<file path="src/rtl/vote_pkg.sv">
// Shared types and sizing for the vote tally / winner-scan controller.
package vote_pkg;

    localparam int unsigned N_CAND_DEF = 4;
    localparam int unsigned CNT_W_DEF  = 21;

    typedef enum logic [1:0] {
        OPEN = 2'd0,
        SCAN = 2'd1,
        DONE = 2'd2
    } state_t;

    // Index width for n candidates; never narrower than one bit.
    function automatic int unsigned idx_w(input int unsigned n);
        return (n < 2) ? 1 : $clog2(n);
    endfunction

endpackage

</file>
<file path="src/rtl/vote_scan_ctrl_if.sv">
// Vote request/grant, poll control and result readout bundle for vote_scan_ctrl.
interface vote_scan_ctrl_if #(
    parameter int unsigned N_CAND = vote_pkg::N_CAND_DEF,
    parameter int unsigned CNT_W  = vote_pkg::CNT_W_DEF
);
    localparam int unsigned IDX_W = vote_pkg::idx_w(N_CAND);

    logic [N_CAND-1:0] vote_req;
    logic [N_CAND-1:0] vote_gnt;
    logic              close_poll;
    logic              clear;
    logic              busy;
    logic              win_valid;
    logic [IDX_W-1:0]  win_idx;
    logic [CNT_W-1:0]  win_count;
    logic              tie;
    logic [IDX_W-1:0]  rd_sel;
    logic [CNT_W-1:0]  rd_data;

    modport master (
        output vote_req, close_poll, clear, rd_sel,
        input  vote_gnt, busy, win_valid, win_idx, win_count, tie, rd_data
    );

    modport slave (
        input  vote_req, close_poll, clear, rd_sel,
        output vote_gnt, busy, win_valid, win_idx, win_count, tie, rd_data
    );

endinterface

</file>
<file path="src/rtl/rr_arbiter.sv">
// Combinational round-robin arbiter: one-hot grant searching upward from ptr with wrap.
module rr_arbiter
    import vote_pkg::*;
#(
    parameter int unsigned N = 4,
    localparam int unsigned W = idx_w(N)
) (
    input  logic [N-1:0] req,
    input  logic [W-1:0] ptr,
    output logic [N-1:0] gnt,
    output logic [W-1:0] next_ptr
);

    logic [W-1:0] sel;
    logic         found;

    // First pass covers ptr..N-1, second pass the wrapped range 0..ptr-1.
    always_comb begin
        gnt   = '0;
        sel   = '0;
        found = 1'b0;
        for (int unsigned i = 0; i < N; i++) begin
            if (!found && req[i] && (W'(i) >= ptr)) begin
                gnt[i] = 1'b1;
                sel    = W'(i);
                found  = 1'b1;
            end
        end
        for (int unsigned i = 0; i < N; i++) begin
            if (!found && req[i]) begin
                gnt[i] = 1'b1;
                sel    = W'(i);
                found  = 1'b1;
            end
        end
        if (!found) begin
            next_ptr = ptr;
        end else if (sel == W'(N - 1)) begin
            next_ptr = '0;
        end else begin
            next_ptr = sel + W'(1);
        end
    end

endmodule

</file>
<file path="src/rtl/vote_scan_ctrl.sv">
// Vote tally controller: round-robin vote counting, then a sequential max-scan for the winner.
// Define TIE_DETECT_EN to build the tie-detection compare; otherwise tie is constant 0.
module vote_scan_ctrl
    import vote_pkg::*;
#(
    parameter int unsigned N_CAND = N_CAND_DEF,
    parameter int unsigned CNT_W  = CNT_W_DEF
) (
    input logic             clk,
    input logic             rst,
    vote_scan_ctrl_if.slave bus
);

    localparam int unsigned      IDX_W    = idx_w(N_CAND);
    localparam logic [IDX_W-1:0] LAST_IDX = IDX_W'(N_CAND - 1);

    state_t            state;
    logic [CNT_W-1:0]  cnt [N_CAND];
    logic [IDX_W-1:0]  rr_ptr;
    logic [IDX_W-1:0]  arb_next;
    logic [N_CAND-1:0] arb_gnt;
    logic [N_CAND-1:0] gnt;
    logic              vote_en;
    logic [IDX_W-1:0]  scan_idx;
    logic [CNT_W-1:0]  scan_cnt;
    logic [IDX_W-1:0]  best_idx;
    logic [CNT_W-1:0]  best_cnt;
    logic              best_tie;
    logic              busy;
    logic              win_valid;
    logic [IDX_W-1:0]  win_idx;
    logic [CNT_W-1:0]  win_count;
    logic              win_tie;
    logic [CNT_W-1:0]  rd_mux;

    rr_arbiter #(.N(N_CAND)) u_arb (
        .req      (bus.vote_req),
        .ptr      (rr_ptr),
        .gnt      (arb_gnt),
        .next_ptr (arb_next)
    );

    // Grants only while voting is open and neither clear nor close_poll claims the cycle.
    assign vote_en  = rst && (state == OPEN) && !bus.clear && !bus.close_poll;
    assign gnt      = vote_en ? arb_gnt : '0;
    assign scan_cnt = cnt[scan_idx];

    always_comb begin
        rd_mux = '0;
        for (int unsigned i = 0; i < N_CAND; i++) begin
            if (bus.rd_sel == IDX_W'(i)) rd_mux = cnt[i];
        end
    end

    always_ff @(posedge clk or negedge rst) begin
        if (!rst) begin
            state     <= OPEN;
            rr_ptr    <= '0;
            scan_idx  <= '0;
            best_idx  <= '0;
            best_cnt  <= '0;
            best_tie  <= 1'b0;
            busy      <= 1'b0;
            win_valid <= 1'b0;
            win_idx   <= '0;
            win_count <= '0;
            win_tie   <= 1'b0;
            for (int unsigned i = 0; i < N_CAND; i++) cnt[i] <= '0;
        end else if (bus.clear) begin
            state     <= OPEN;
            rr_ptr    <= '0;
            scan_idx  <= '0;
            best_idx  <= '0;
            best_cnt  <= '0;
            best_tie  <= 1'b0;
            busy      <= 1'b0;
            win_valid <= 1'b0;
            win_idx   <= '0;
            win_count <= '0;
            win_tie   <= 1'b0;
            for (int unsigned i = 0; i < N_CAND; i++) cnt[i] <= '0;
        end else begin
            case (state)
                OPEN: begin
                    if (bus.close_poll) begin
                        state    <= SCAN;
                        scan_idx <= '0;
                        busy     <= 1'b1;
                    end else if (|gnt) begin
                        rr_ptr <= arb_next;
                        // A saturated candidate still receives its grant; the vote is dropped.
                        for (int unsigned i = 0; i < N_CAND; i++) begin
                            if (gnt[i] && (cnt[i] != '1)) cnt[i] <= cnt[i] + CNT_W'(1);
                        end
                    end
                end
                SCAN: begin
                    if (scan_idx == '0) begin
                        best_cnt <= scan_cnt;
                        best_idx <= '0;
                        best_tie <= 1'b0;
                    end else if (scan_cnt > best_cnt) begin
                        best_cnt <= scan_cnt;
                        best_idx <= scan_idx;
                        best_tie <= 1'b0;
                    end
`ifdef TIE_DETECT_EN
                    else if (scan_cnt == best_cnt) begin
                        best_tie <= 1'b1;
                    end
`endif
                    if (scan_idx == LAST_IDX) begin
                        state <= DONE;
                        busy  <= 1'b0;
                    end else begin
                        scan_idx <= scan_idx + IDX_W'(1);
                    end
                end
                DONE: begin
                    // Publish once the final compare has settled; results then hold.
                    if (!win_valid) begin
                        win_valid <= 1'b1;
                        win_idx   <= best_idx;
                        win_count <= best_cnt;
                        win_tie   <= best_tie;
                    end
                end
                default: state <= OPEN;
            endcase
        end
    end

    assign bus.vote_gnt  = gnt;
    assign bus.busy      = busy;
    assign bus.win_valid = win_valid;
    assign bus.win_idx   = win_idx;
    assign bus.win_count = win_count;
    assign bus.tie       = win_tie;
    assign bus.rd_data   = rd_mux;

endmodule

</file>
<file path="src/flat_wrapper.sv">
// flat-port wrapper written by rule: the top's interface ports become plain ports
module vote_scan_ctrl_flat import vote_pkg::*;
#(
    parameter int unsigned N_CAND = N_CAND_DEF,
    parameter int unsigned CNT_W  = CNT_W_DEF
)
  (clk, rst, bus_vote_req, bus_close_poll, bus_clear, bus_rd_sel, bus_vote_gnt, bus_busy, bus_win_valid, bus_win_idx, bus_win_count, bus_tie, bus_rd_data);
  vote_scan_ctrl_if #(.N_CAND(N_CAND), .CNT_W(CNT_W)) bus_i ();
  input logic clk;
  input logic rst;
  input wire logic [$bits(bus_i.vote_req)-1:0] bus_vote_req;
  input wire logic [$bits(bus_i.close_poll)-1:0] bus_close_poll;
  input wire logic [$bits(bus_i.clear)-1:0] bus_clear;
  input wire logic [$bits(bus_i.rd_sel)-1:0] bus_rd_sel;
  output wire logic [$bits(bus_i.vote_gnt)-1:0] bus_vote_gnt;
  output wire logic [$bits(bus_i.busy)-1:0] bus_busy;
  output wire logic [$bits(bus_i.win_valid)-1:0] bus_win_valid;
  output wire logic [$bits(bus_i.win_idx)-1:0] bus_win_idx;
  output wire logic [$bits(bus_i.win_count)-1:0] bus_win_count;
  output wire logic [$bits(bus_i.tie)-1:0] bus_tie;
  output wire logic [$bits(bus_i.rd_data)-1:0] bus_rd_data;
  assign bus_i.vote_req = bus_vote_req;
  assign bus_i.close_poll = bus_close_poll;
  assign bus_i.clear = bus_clear;
  assign bus_i.rd_sel = bus_rd_sel;
  assign bus_vote_gnt = bus_i.vote_gnt;
  assign bus_busy = bus_i.busy;
  assign bus_win_valid = bus_i.win_valid;
  assign bus_win_idx = bus_i.win_idx;
  assign bus_win_count = bus_i.win_count;
  assign bus_tie = bus_i.tie;
  assign bus_rd_data = bus_i.rd_data;
  vote_scan_ctrl #(.N_CAND(N_CAND), .CNT_W(CNT_W)) u_core (.clk(clk), .rst(rst), .bus(bus_i));
endmodule
</file>
<file path="config.mk">
export PLATFORM = sky130hd
export DESIGN_NAME = vote_scan_ctrl_flat
export DESIGN_NICKNAME = d
export VERILOG_FILES = /design/src/rtl/vote_pkg.sv /design/src/rtl/vote_scan_ctrl_if.sv /design/src/rtl/rr_arbiter.sv /design/src/rtl/vote_scan_ctrl.sv /design/src/flat_wrapper.sv
export SDC_FILE = /design/constraint.sdc
export NUM_CORES = 1
export LEC_CHECK = 0
export ABC_AREA = 1
export BUFFER_PORTS_ARGS = -buffer_cell sky130_fd_sc_hd__buf_2
export CAP_MARGIN = 40
export CORE_UTILIZATION = 40
export DETAILED_ROUTE_END_ITERATION = 6
export SETUP_SLACK_MARGIN = 0.15
export SYNTH_ARGS = -nofsm -noshare
export SYNTH_HDL_FRONTEND = slang
export SYNTH_HIERARCHICAL = 1
export SYNTH_SLANG_ARGS = --single-unit
</file>
<file path="constraint.sdc">
create_clock -name clk -period 3.5 [get_ports clk]
set_clock_uncertainty 0.1 [all_clocks]
set_input_delay 0.7 -clock clk [delete_from_list [all_inputs] [get_ports clk]]
set_output_delay 0.7 -clock clk [all_outputs]
set_load 0.02 [all_outputs]
</file>
==> flow_metrics.py <==
metrics = {
    "detailed_routing": {
        "top_layer_used": "met4",
        "drt_iter0_drc": 811,
        "ant_nets": 0,
        "routedWlPerCell_um": 17.9,
        "drt_wl_total_um": 29900,
        "vias": 9203,
        "wl_met3_um": 1980,
        "wl_met2_um": 13100,
        "drt_pass1_iterations": 5,
        "wl_met1_um": 13800,
        "drc": 0,
        "vias_per_cell": 5.51,
    },
    "setup_path": {
        "end_kind": "output port",
        "timing.critical_path.buf_inv": 3,
        "r2r_setup_slack_ns": 0.58,
        "worst_path_max_delay_cell": "nand2_1",
        "cp_data_required_time_ns": 2.70,
        "crit_path_frequent_cell": "buf_2",
        "worst_ep_arrival_time_ns": 2.18,
        "crit_chain": "buf_2 -> inv_1 -> nand2_1 -> o22ai_1 -> a21oi_1 -> o21ai_0 -> buf_2",
        "crit_type": "in -> out",
        "cpPeakStageDelay_ns": 0.38,
        "timing.rr.start": "u_core/scan_idx[1]",
        "startpoint_type": "primary input",
        "r2r_cells": 20,
        "crit_path_max_fanout": 15,
        "r2r-end": "u_core/best_cnt[20]",
        "path_delay_family": "compound AO/OA/AOI/OAI gates",
    },
    "floorplan": {
        "die_area_um2": 23700,
        "die_h_um": 154,
        "rows": 55,
        "start_util_pct": 40.7,
        "placeableCoreArea_um2": 22600,
        "io_pins": 61,
        "die_w_um": 154,
    },
    "pwr": {
        "combPwrFrac_pct": 12.3,
        "switching_power_w": 0.00118,
        "ir_drop_v": 0.000248,
        "internal-power_w": 0.00290,
        "pwr-share-seq_pct": 40.7,
        "power.leakage_nw": 4.72,
        "switching_share_pct": 28.9,
        "clkPwrFrac_pct": 46.9,
        "power_density_nw_per_um2": 392,
    },
    "global_route": {
        "antenna_found_initial": 0,
        "grt_max_degree": 139,
        "grt_pass1_vias": 8302,
        "overflow": 0,
        "grtUsageTotal_pct": 25.7,
        "grt_first_pass_wirelength_um": 46500,
    },
    "cts": {
        "clock_latency_ns": 0.43,
        "clk_path_buf_depth": 2,
        "root_buffer": "clkbuf_16",
        "clock_sinks": 138,
        "holdBufCountCts": 0,
        "cts-buffers-inserted": 17,
        "cts_tree": "done",
        "clk_pin_slew_worst_paths_ns": 0.06,
        "h-tree-depth": 4,
    },
    "placed_design": {
        "port_buffers": 59,
        "post-dp-hpwl_um": 21900,
        "place_inst": 1634,
        "gp_congestion": 0.980,
    },
    "sta": {
        "hold_viol": 0,
        "finalCriticalPeriod_ns": 2.98,
        "final.period_utilization_pct": 85.0,
        "finalSetupTns_ns": 0,
        "rsz0062_at_grt": "no",
        "slew_headroom_pct": 46.6,
        "finalMaxSlewViolations": 0,
        "setup_violations": 0,
        "fmax_mhz": 336,
        "max_slew.worst_pin.slew_ns": 0.802,
    },
    "synthesis": {
        "synth-simple-area-share_pct": 32.1,
        "synthArstFlopShare_pct": 100,
        "synth_cell_types": 39,
        "syn-num-nets": 1369,
        "synth-edff-count": 0,
        "avgSynthCellArea_um2": 6.92,
        "synthXorXnorAreaFrac_pct": 2.28,
        "synth_compound_area_share_pct": 15.2,
        "synth_fa_ha_area_share_pct": 3.67,
        "ys_ff_latch": 138,
        "synth-seq-area-share_pct": 37.5,
        "synth_ff_type": "dfrtp_1",
        "netlist_area_um2": 9220,
        "synth_top_family_by_area": "simple AND/OR/NAND/NOR gates",
        "synthCells": 1332,
        "synth_mux_area_share_pct": 0,
        "yosysWarnings": 6,
    },
    "final_layout": {
        "instances_no_fill": 1669,
        "nets": 1408,
        "drive_gt1_share_pct": 11.1,
        "antenna_cells": 0,
        "area_delta_synth_final_pct": 12.9,
    },
    "status": {
        "outcome": "completed",
    },
    "job": {
        "max_cap_violations": 0,
    },
    "hold_path": {
        "worst_hold_path_type": "in -> async",
    },
}
## registers in the layout, summed over array words and instances, names as in the netlist
register	cells
u_core/best_cnt	21
u_core/best_idx	2
u_core/bus.busy	1
u_core/bus.win_count	21
u_core/bus.win_idx	2
u_core/bus.win_valid	1
u_core/cnt	84
u_core/rr_ptr	2
u_core/scan_idx	2
u_core/state	2
## power by group through the flow
| stage | clock network (W) | logic (W) | registers, W |
|---|---|---|---|
| finish | 0.00191 | 0.000504 | 0.00166 |
| global route | 0.00202 | 0.000572 | 0.00167 |
| CTS | 0.00195 | 0.000502 | 0.00166 |
| detailed placement | 0 | 0.000498 | 0.00169 |
| global placement | 0 | 0.000494 | 0.00169 |
| floorplan | 0 | 0.000343 | 0.00168 |
## layout by cell type, fill, tap and decap left out, types with 34 or more instances in the layout
| cell type | Yosys | final |
|---|---|---|
| nand2_1 | 326 | 326 |
| inv_1 | 142 | 141 |
| dfrtp_1 | 138 | 137 |
| nand3_1 | 129 | 129 |
| nor2_1 | 123 | 123 |
| a21oi_1 | 105 | 105 |
| o21ai_0 | 83 | 83 |
| buf_2 | 12 | 58 |
| nand4_1 | 35 | 35 |
| nor3_1 | 34 | 34 |
## synthesized netlist by cell type (all sizes together) (24+ instances only)
cell type / n / area (um^2)
nand4: 35 / 219
o31ai: 24 / 180
nor3: 39 / 226
buf: 27 / 165
ha: 27 / 338
dfrtp: 138 / 3450
o21ai: 95 / 479
nor2: 133 / 529
a21oi: 105 / 526
nand3: 131 / 666
clkbuf: 35 / 133
nand2: 339 / 1310
inv: 147 / 552
## stage by stage
step | power, W | hold WS [ns] | worst slack [ns] | utilization [%] | cell area, um^2
2_1_floorplan | 0.00202 | 0.304 | 0.800 | - | 9220
3_3_place_gp | 0.00218 | 0.355 | 0.421 | 43.1 | 9770
3_5_place_dp | 0.00219 | 0.358 | 0.364 | 43.1 | 9770
4_1_cts | 0.00412 | 0.373 | 0.344 | 45.8 | 10400
5_1_grt | 0.00426 | 0.378 | 0.263 | 46.0 | 10400
6_report | 0.00408 | 0.319 | 0.524 | 46.0 | 10400
## timing repair
action,4_1_cts,5_1_grt
setup buffers,0,2
resized for setup,0,3
endpoints found under the setup margin,0,23
## logic make-up after synthesis
group	count (synthesis)
and+or+nand+nor	678
other	1
AOI/OAI and AO/OA	253
DFF	138
buffers and inverters	211
xor gates and xnor gates	24
adders and majority gates	27
## how the worst max path moves through the flow
| stage | start | end | depth (start not counted) |
|---|---|---|---|
| floorplan | bus_rd_sel[0] | bus_rd_data[13] | 7 |
| global placement | u_core/scan_idx[1] | u_core/best_cnt[18] | 19 |
| detailed placement | u_core/scan_idx[1] | u_core/best_cnt[18] | 17 |
| CTS | u_core/scan_idx[1] | u_core/best_cnt[20] | 19 |
| global route | u_core/scan_idx[1] | u_core/best_cnt[8] | 17 |
| finish | bus_rd_sel[1] | bus_rd_data[13] | 7 |
## layer usage
metal | global-route usage, % | up-vias
met4 | 10.8 | 0
met3 | 4.40 | 56
met2 | 39.0 | 328
met5 | 0 | -
li1 | - | 4508
met1 | 36.2 | 4311
## layout make-up
cell class	count	area [um^2]
fillers	2314	12200
clock buffers	17	425
repair inverters	1	7.51
repair buffers	81	504
multi-input cells	983	4900
flip-flops and latches	138	3450
clock inverters	15	188
well taps	285	357
inverters	149	566
(Power assumes the default switching activity.)
